==> config.mk <==
export PLATFORM = sky130hd
export DESIGN_NAME = clk_div_ctrl
export DESIGN_NICKNAME = d
export VERILOG_FILES = /design/src/rtl/clk_div_pkg.sv /design/src/rtl/clk_div_ctrl_div_core.sv /design/src/rtl/clk_div_ctrl.sv
export SDC_FILE = /design/constraint.sdc
export NUM_CORES = 1
export LEC_CHECK = 0
export ABC_AREA = 1
export CAP_MARGIN = 20
export CORE_ASPECT_RATIO = 1.1
export CORE_MARGIN = 5
export CORE_UTILIZATION = 31
export DETAILED_ROUTE_END_ITERATION = 10
export MAX_ROUTING_LAYER = met4
export PLACE_DENSITY = 0.6
export SLEW_MARGIN = 0
export SYNTH_ARGS = -nofsm -noshare
export SYNTH_HDL_FRONTEND = slang
export SYNTH_SLANG_ARGS = --single-unit
==> constraint.sdc <==
create_clock -name sys_clk -period 3.4 [get_ports sys_clk]
set_input_delay 0.68 -clock sys_clk [delete_from_list [all_inputs] [get_ports sys_clk]]
set_output_delay 0.68 -clock sys_clk [all_outputs]
set_load 0.01 [all_outputs]
==> src/rtl/clk_div_pkg.sv <==
// Shared definitions for the runtime-programmable clock divider.
package clk_div_pkg;

  typedef enum logic [1:0] {
    IDLE = 2'd0,
    RUN  = 2'd1,
    PEND = 2'd2,
    STOP = 2'd3
  } state_t;

  localparam int MIN_DIV = 2;

endpackage

==> src/rtl/clk_div_ctrl_div_core.sv <==
// Divide-by-N counter producing a registered divided clock and period tick.
module div_core #(
  parameter int DIV_W = 8
) (
  input  logic             clk,
  input  logic             rst_n,
  input  logic             run,
  input  logic [DIV_W-1:0] cur_div,
  output logic             wrap,
  output logic             clk_out,
  output logic             clk_flag
);

  logic [DIV_W-1:0] cnt;
  logic [DIV_W-1:0] cnt_next;
  logic [DIV_W-1:0] last;
  logic [DIV_W-1:0] half;
  logic             active;

  assign last = cur_div - DIV_W'(1);
  assign half = cur_div >> 1;
  assign wrap = active && (cnt == last);

  // A period always starts at zero: the first active cycle and every wrap restart the count.
  always_comb begin
    cnt_next = '0;
    if (run && active && !wrap) begin
      cnt_next = cnt + DIV_W'(1);
    end
  end

  always_ff @(posedge clk or negedge rst_n) begin
    if (!rst_n) begin
      cnt      <= '0;
      active   <= 1'b0;
      clk_out  <= 1'b0;
      clk_flag <= 1'b0;
    end else begin
      cnt      <= cnt_next;
      active   <= run;
      clk_out  <= run && (cnt_next < half);
      clk_flag <= run && (cnt_next == last);
    end
  end

endmodule

==> src/rtl/clk_div_ctrl.sv <==
// Clock divider controller: config handshake, shadowed ratio updates applied only at period boundaries.
module clk_div_ctrl
  import clk_div_pkg::*;
#(
  parameter int DIV_W   = 8,
  parameter int DEF_DIV = 6
) (
  input  logic             sys_clk,
  input  logic             sys_rst_n,
  input  logic             en,
  input  logic             cfg_valid,
  input  logic [DIV_W-1:0] cfg_div,
  output logic             cfg_ready,
  output logic             cfg_err,
  output logic             clk_out,
  output logic             clk_flag,
  output logic             busy,
  output logic [DIV_W-1:0] cur_div
);

  localparam logic [DIV_W-1:0] MIN_N = DIV_W'(MIN_DIV);
  localparam logic [DIV_W-1:0] DEF_N = DIV_W'(DEF_DIV);

  state_t           state;
  state_t           state_next;
  logic [DIV_W-1:0] cur_div_next;
  logic [DIV_W-1:0] shadow;
  logic [DIV_W-1:0] shadow_next;
  logic             shadow_valid;
  logic             shadow_valid_next;
  logic             transfer;
  logic             good;
  logic             run;
  logic             wrap;

  assign cfg_ready = (state != PEND);
  assign busy      = (state != IDLE);
  assign transfer  = cfg_valid && cfg_ready;
  assign good      = transfer && (cfg_div >= MIN_N);
  assign run       = (state_next != IDLE);

  always_ff @(posedge sys_clk or negedge sys_rst_n) begin
    if (!sys_rst_n) begin
      state        <= IDLE;
      cur_div      <= DEF_N;
      shadow       <= '0;
      shadow_valid <= 1'b0;
      cfg_err      <= 1'b0;
    end else begin
      state        <= state_next;
      cur_div      <= cur_div_next;
      shadow       <= shadow_next;
      shadow_valid <= shadow_valid_next;
      cfg_err      <= transfer && !good;
    end
  end

  // While counting, an accepted ratio waits in the shadow until the running period wraps.
  always_comb begin
    state_next        = state;
    cur_div_next      = cur_div;
    shadow_next       = shadow;
    shadow_valid_next = shadow_valid;
    case (state)
      IDLE: begin
        if (good) begin
          cur_div_next = cfg_div;
        end
        if (en) begin
          state_next = RUN;
        end
      end
      RUN: begin
        if (good) begin
          shadow_next       = cfg_div;
          shadow_valid_next = 1'b1;
        end
        if (!en) begin
          state_next = (wrap && !good) ? IDLE : STOP;
        end else if (good) begin
          state_next = PEND;
        end
      end
      PEND: begin
        if (wrap) begin
          cur_div_next      = shadow;
          shadow_valid_next = 1'b0;
          state_next        = en ? RUN : IDLE;
        end
      end
      STOP: begin
        if (wrap) begin
          if (shadow_valid) begin
            cur_div_next      = shadow;
            shadow_valid_next = 1'b0;
          end
          if (good) begin
            shadow_next       = cfg_div;
            shadow_valid_next = 1'b1;
            state_next        = en ? PEND : STOP;
          end else begin
            state_next = en ? RUN : IDLE;
          end
        end else begin
          if (good) begin
            shadow_next       = cfg_div;
            shadow_valid_next = 1'b1;
          end
          if (en) begin
            state_next = (shadow_valid || good) ? PEND : RUN;
          end
        end
      end
      default: state_next = IDLE;
    endcase
  end

  div_core #(
    .DIV_W(DIV_W)
  ) u_div_core (
    .clk      (sys_clk),
    .rst_n    (sys_rst_n),
    .run      (run),
    .cur_div  (cur_div),
    .wrap     (wrap),
    .clk_out  (clk_out),
    .clk_flag (clk_flag)
  );

endmodule

# Word-level counts from Yosys, hierarchy flattened
# Index checks and enable logic that the tools add are counted.
[word_totals]
register_bits = 31
latchBits = 0
ramBits = 0
romBits = 0
elab_cells = 67
memories = 0
[classes]
n_addsub = 2
multipliers = 0
div_mod_pow = 0
order_cmp = 2
n_eq_ne = 10
n_shift = 0
muxes = 23
bitwise_logic = 0
n_reduce_logical = 21
[op_table]
columns = ["op", "count"]
rows = [
  ["8-bit two-way mux", 5],
  ["8-bit case mux with 3 select lines", 1],
  ["2-bit two-way mux", 9],
  ["8-bit equality test", 2],
  ["1-bit logical AND", 9],
  ["8-bit by 1-bit adder with 8-bit output (second input constant)", 1],
  ["8-bit by 2-bit >= comparator with 1-bit output (second input constant)", 1],
  ["8-bit by 7-bit less-than comparator with 1-bit output", 1],
  ["2-bit case mux with 4 select lines", 1],
  ["8-bit by 1-bit subtractor with 8-bit output (second input constant)", 1],
  ["1-bit two-way mux", 6],
  ["2-bit inequality test (second input constant)", 3],
  ["3-bit nonzero test", 2],
  ["5-bit AND reduction", 1],
  ["2-bit equality test (second input constant)", 2],
  ["2-bit by 1-bit inequality test with 1-bit output (second input constant)", 2],
  ["2-bit AND reduction", 2],
  ["2-bit nonzero test", 2],
  ["1-bit case mux with 3 select lines", 1],
  ["2-bit by 1-bit equality test with 1-bit output (second input constant)", 1],
  ["1-bit zero test", 2],
  ["2-bit zero test", 1],
  ["2-bit OR reduction", 1],
  ["1-bit logical OR", 1],
]

# Logic depth before layout (Yosys ltp)
[depth]
word_depth = 14
depth_mapped = 25
mapped_depth_nobuf = 24

# Hierarchy
# From an unflattened synthesis, not the netlist that was laid out.
[unflattened]
hier_cells = 314
hier_area_um2 = 2177.1
[modules_own_cells]
columns = ["mod", "instances", "cells_per_inst", "area_each_um2", "seq_area_each_um2"]
rows = [
  ["div_core", 1, 177, 1102.3, 275.3],
  ["clk_div_ctrl", 1, 137, 1074.8, 503.0],
]

# Worst setup path after synthesis
# Ideal clock, no wire load.
[synth_path]
path_kind = "flip-flop to flip-flop"
start = "register cur_div[1]"
end = "register u_div_core.clk_out"
setup_ns = 0.077
arrival_ns = 2.770
slack_ns = 0.552
path_stages_with_launch = 23
n_path_buf = 1
synth_period_minus_slack_ns = 2.848
path_cell_list = "dfstp_2 inv_1 ha_1 inv_1 nand2_1 nand2_1 nand3_1 nor2_1 nand2_1 nor2_4 nand3_4 a21oi_2 a21oi_4 nand2_4 nand2_4 buf_6 nor3_1 ha_1 nand2_1 inv_1 nand2_1 nand2_1 a21oi_1"
[synth_via]
elab_chain_len = 13
[synth_rtl]
columns = ["element", "line_no", "text"]
rows = [
  ["start, declared", "clk_div_ctrl.sv:18", "output logic [DIV_W-1:0] cur_div"],
  ["start signal, assigned", "clk_div_ctrl.sv:51", "cur_div <= cur_div_next;"],
  ["8-bit by 1-bit subtractor with 8-bit output (*)", "clk_div_ctrl_div_core.sv:20", "assign last = cur_div - DIV_W'(1);"],
  ["8-bit equality test (*)", "clk_div_ctrl_div_core.sv:22", "assign wrap = active && (cnt == last);"],
  ["1-bit logical AND (*)", "clk_div_ctrl_div_core.sv:22", ""],
  ["1-bit logical AND", "clk_div_ctrl.sv:79", "state_next = (wrap && !good) ? IDLE : STOP;"],
  ["2-bit two-way mux", "clk_div_ctrl.sv:79", ""],
  ["2-bit two-way mux", "clk_div_ctrl.sv:78", "if (!en) begin"],
  ["2-bit case mux with 4 select lines (*)", "clk_div_ctrl.sv:64", "case (state)"],
  ["2-bit nonzero test (*)", "clk_div_ctrl.sv:40", "assign run = (state_next != IDLE);"],
  ["net run", "clk_div_ctrl.sv:33", "logic run;"],
  ["1-bit logical AND (*) (2 in a row)", "clk_div_ctrl_div_core.sv:27", "if (run && active && !wrap) begin"],
  ["8-bit two-way mux (*)", "clk_div_ctrl_div_core.sv:27", ""],
  ["net u_div_core.cnt_next[2]", "clk_div_ctrl_div_core.sv:15", "logic [DIV_W-1:0] cnt_next;"],
  ["8-bit by 7-bit less-than comparator with 1-bit output (*)", "clk_div_ctrl_div_core.sv:41", "clk_out <= run && (cnt_next < half);"],
  ["1-bit logical AND (*)", "clk_div_ctrl_div_core.sv:41", ""],
  ["end signal, assigned", "clk_div_ctrl_div_core.sv:41", ""],
  ["end, declared", "clk_div_ctrl_div_core.sv:10", "output logic clk_out,"],
]
# Mark *: on every way through the listed nets, which the timed path passes. The rest lies on a longest branch.
# A chain may end at the register's enable or synchronous reset.

# Worst setup path after layout
# Same ends and word-level chain as after synthesis.

==> qor.yml <==
outcome: "finished, final reports clean"
ir_worst_vdd_v: 0.000312
synth_cell_types: 38
pre_cts_ws_ns: -0.0643
cts_tree: "done"
maxCapViolCount: 0
seq_area_frac_synth_pct: 35.0
start_kind: "flop"
reg2regPathDepth: 23
routed.top_layer: "met4"
post-route-min-period_ns: 3.14
clkTransAtPathRegs_ns: 0.07
cts_buffer_depth: 2
vias_per_cell: 4.94
fp.dieH_um: 98.8
ioPinCount: 25
cts_buffers: 5
async_reset_ff_share_pct: 100
track_usage_pct: 14.4
endpoint_kind: "flop"
drcViolationCount: 0
wl_mm: 6.03
die_x_um: 90.7
slew_violations: 0
reg2reg_slack_ns: 0.26
path_max_fanout: 12
worst_slack_ns: 0.263
grt_pass1_wl_mm: 10.0
maxSlewHeadroom_pct: 71.5
syn-instance-count: 312
finalPower_mw: 2.37
gp_congestion: 0.876
worst_pin_slew_ns: 0.427
drt_iter0_drc: 109
ant_nets: 0
worstSetupStartpoint: "cur_div[1]$_DFFE_PN1P_"
cts_setup_buffers: 0
vias: 2124
clock_skew_ns: 0.0115
worstPathArrival_ns: 3.36
antenna_found_initial: 0
fin_crit_sh_pct: 92.3
core_region_area_sq_um: 7010
die_area_sq_um: 8960
worst_ep_required_time_ns: 3.62
cts.sinks: 31
std_cell_rows: 32
antenna_cells: 0
power_density_nw_per_um2: 889
grt_max_degree: 32
cts_hold_buf: 0
synth-seq-cells: 31
cts-root-buf: "clkbuf_8"
min_path_type: "reg2reg"
n_fill_cell: 737
grt_pass1_vias: 2079
nets: 364
cts_resized: 0
worstSkewPairLatency_ns: 0.29
syn_area_sq_um: 2220
tns_ns: 0
critPathKind: "reg2reg"
overflow: 0
p_leak_nw: 1.27
area_growth_pct: 20.2
synthFlopType: "dfrtp_1"
m1WireLength_mm: 2.74
start_util_pct: 31.7
wl_per_cell_um: 14.0
final_common_cell: "nand2_1"
first_pass_iters: 4
dpl.hpwl_mm: 4.78
r2r-end: "u_div_core.clk_out$_DFF_PN0_"
synth-edff-count: 0
final_cell_mix: "nand2_1, inv_1, nor2_1, dfrtp_1"
htree_levels: 2
setup_viol: 0
cp-endpoint: "u_div_core.clk_out$_DFF_PN0_"
yosysWarnings: 0
syn_nets: 332
regToRegStartpoint: "cur_div[1]$_DFFE_PN1P_"
fmax_ghz: 0.319
drive_above_1_share_pct: 14.2
hold_viol: 0
met3_length_um: 266
syn_avg_cell_area_sq_um: 7.12
wl_met2_mm: 2.86
place.port_buffers: 24
-- power breakdown --
part / total, mW / internal, mW / switching [mW]
clock network: 0.286 / 0.144 / 0.143
logic: 1.44 / 0.542 / 0.897
registers: 0.648 / 0.521 / 0.127
-- worst min-delay path by stage --
stage                     startpoint                     to  cells past startpoint
6_report       shadow[2]$_DFFE_PN0P_  shadow[2]$_DFFE_PN0P_                      1
5_1_grt        shadow[1]$_DFFE_PN0P_  shadow[1]$_DFFE_PN0P_                      1
4_1_cts        shadow[2]$_DFFE_PN0P_  shadow[2]$_DFFE_PN0P_                      1
3_5_place_dp   shadow[2]$_DFFE_PN0P_  shadow[2]$_DFFE_PN0P_                      1
3_3_place_gp   shadow[0]$_DFFE_PN0P_  shadow[0]$_DFFE_PN0P_                      1
2_1_floorplan              sys_rst_n      cfg_err$_DFF_PN0_                      0
-- kinds of logic (layout without fill, tap and decap cells) --
kind of cell | count (synthesis) | in the layout | synth area share (%)
compound gates | 40 | 40 | 11.8
xor+xnor | 3 | 3 | 1.18
fa+ha+maj | 8 | 8 | 4.50
buf+inv | 53 | 86 | 9.80
flops | 31 | 31 | 35.0
mux | 3 | 3 | 1.52
simple gates | 174 | 174 | 36.1
-- Yosys cell counts, types with 2 or more instances --
library cell / n / area (sq um)
buf_6: 2 / 22.5
o21ai_1: 2 / 10.0
dfrtp_1: 29 / 726
nor2_4: 3 / 33.8
nand4_1: 7 / 43.8
a31oi_1: 4 / 25.0
nand3_1: 24 / 120
a21oi_1: 5 / 25.0
inv_2: 5 / 18.8
nand2_2: 6 / 37.5
mux2_2: 3 / 33.8
inv_1: 41 / 154
nor3_1: 5 / 25.0
ha_1: 8 / 100
o21bai_1: 3 / 22.5
o211ai_1: 5 / 37.5
nor2_2: 7 / 43.8
nand2_4: 2 / 22.5
xor2_1: 3 / 26.3
o21ai_0: 14 / 70.1
nand2_1: 87 / 327
nor2_1: 29 / 109
dfstp_2: 2 / 52.6
clkbuf_1: 2 / 7.51
-- area by class of cell --
type / instances / area [sq um] / area share [%]
inverters: 48 / 183 / 6.84
clock buffers: 7 / 76.3 / 2.86
multi-input cells: 228 / 1240 / 46.3
repair buffers: 30 / 285 / 10.7
well taps: 85 / 106 / 3.98
clock inverters: 1 / 5.00 / 0.187
flip-flops and latches: 31 / 778 / 29.1
-- state kept, by name, summed over array words and instances (netlist names) --
signal / count
cfg_err: 1
cur_div: 8
shadow: 8
shadow_valid: 1
state: 2
u_div_core.active: 1
u_div_core.clk_flag: 1
u_div_core.clk_out: 1
u_div_core.cnt: 8
-- layer usage --
layer / vias up / track usage (%)
li1: 1064 / -
met1: 997 / 17.4
met2: 46 / 23.5
met3: 17 / 3.21
met4: 0 / 5.38
met5: - / -
-- worst max-delay path, stage by stage (launching register included) --
cell and delay, ns:
dfstp_2 0.59, inv_1 0.07, ha_1 0.32, inv_1 0.09, nand2_1 0.05, nand2_1 0.06
nand3_1 0.06, nor2_1 0.11, nand2_1 0.10, nor2_4 0.14, nand3_4 0.13, nand2_1 0.09
nand3_1 0.08, nand2_2 0.09, nor2_4 0.05, nand2_4 0.10, nand2_4 0.12, nor2_1 0.20
ha_1 0.27, nand2_1 0.08, nand2_1 0.05, nand2_1 0.05, nand2_1 0.05, a21oi_1 0.11
-- per-stage QoR --
step | hold slack, ns | utilization, % | cells | instance area [sq um]
floorplan | 0.384 | - | 312 | 2220
CTS | 0.512 | 38.0 | 430 | 2660
finish | 0.508 | 38.1 | 430 | 2670
global placement | 0.491 | 36.8 | 422 | 2580
detailed placement | 0.496 | 36.8 | 422 | 2580
global route | 0.538 | 38.1 | 430 | 2670
(Power assumes the default switching activity.)
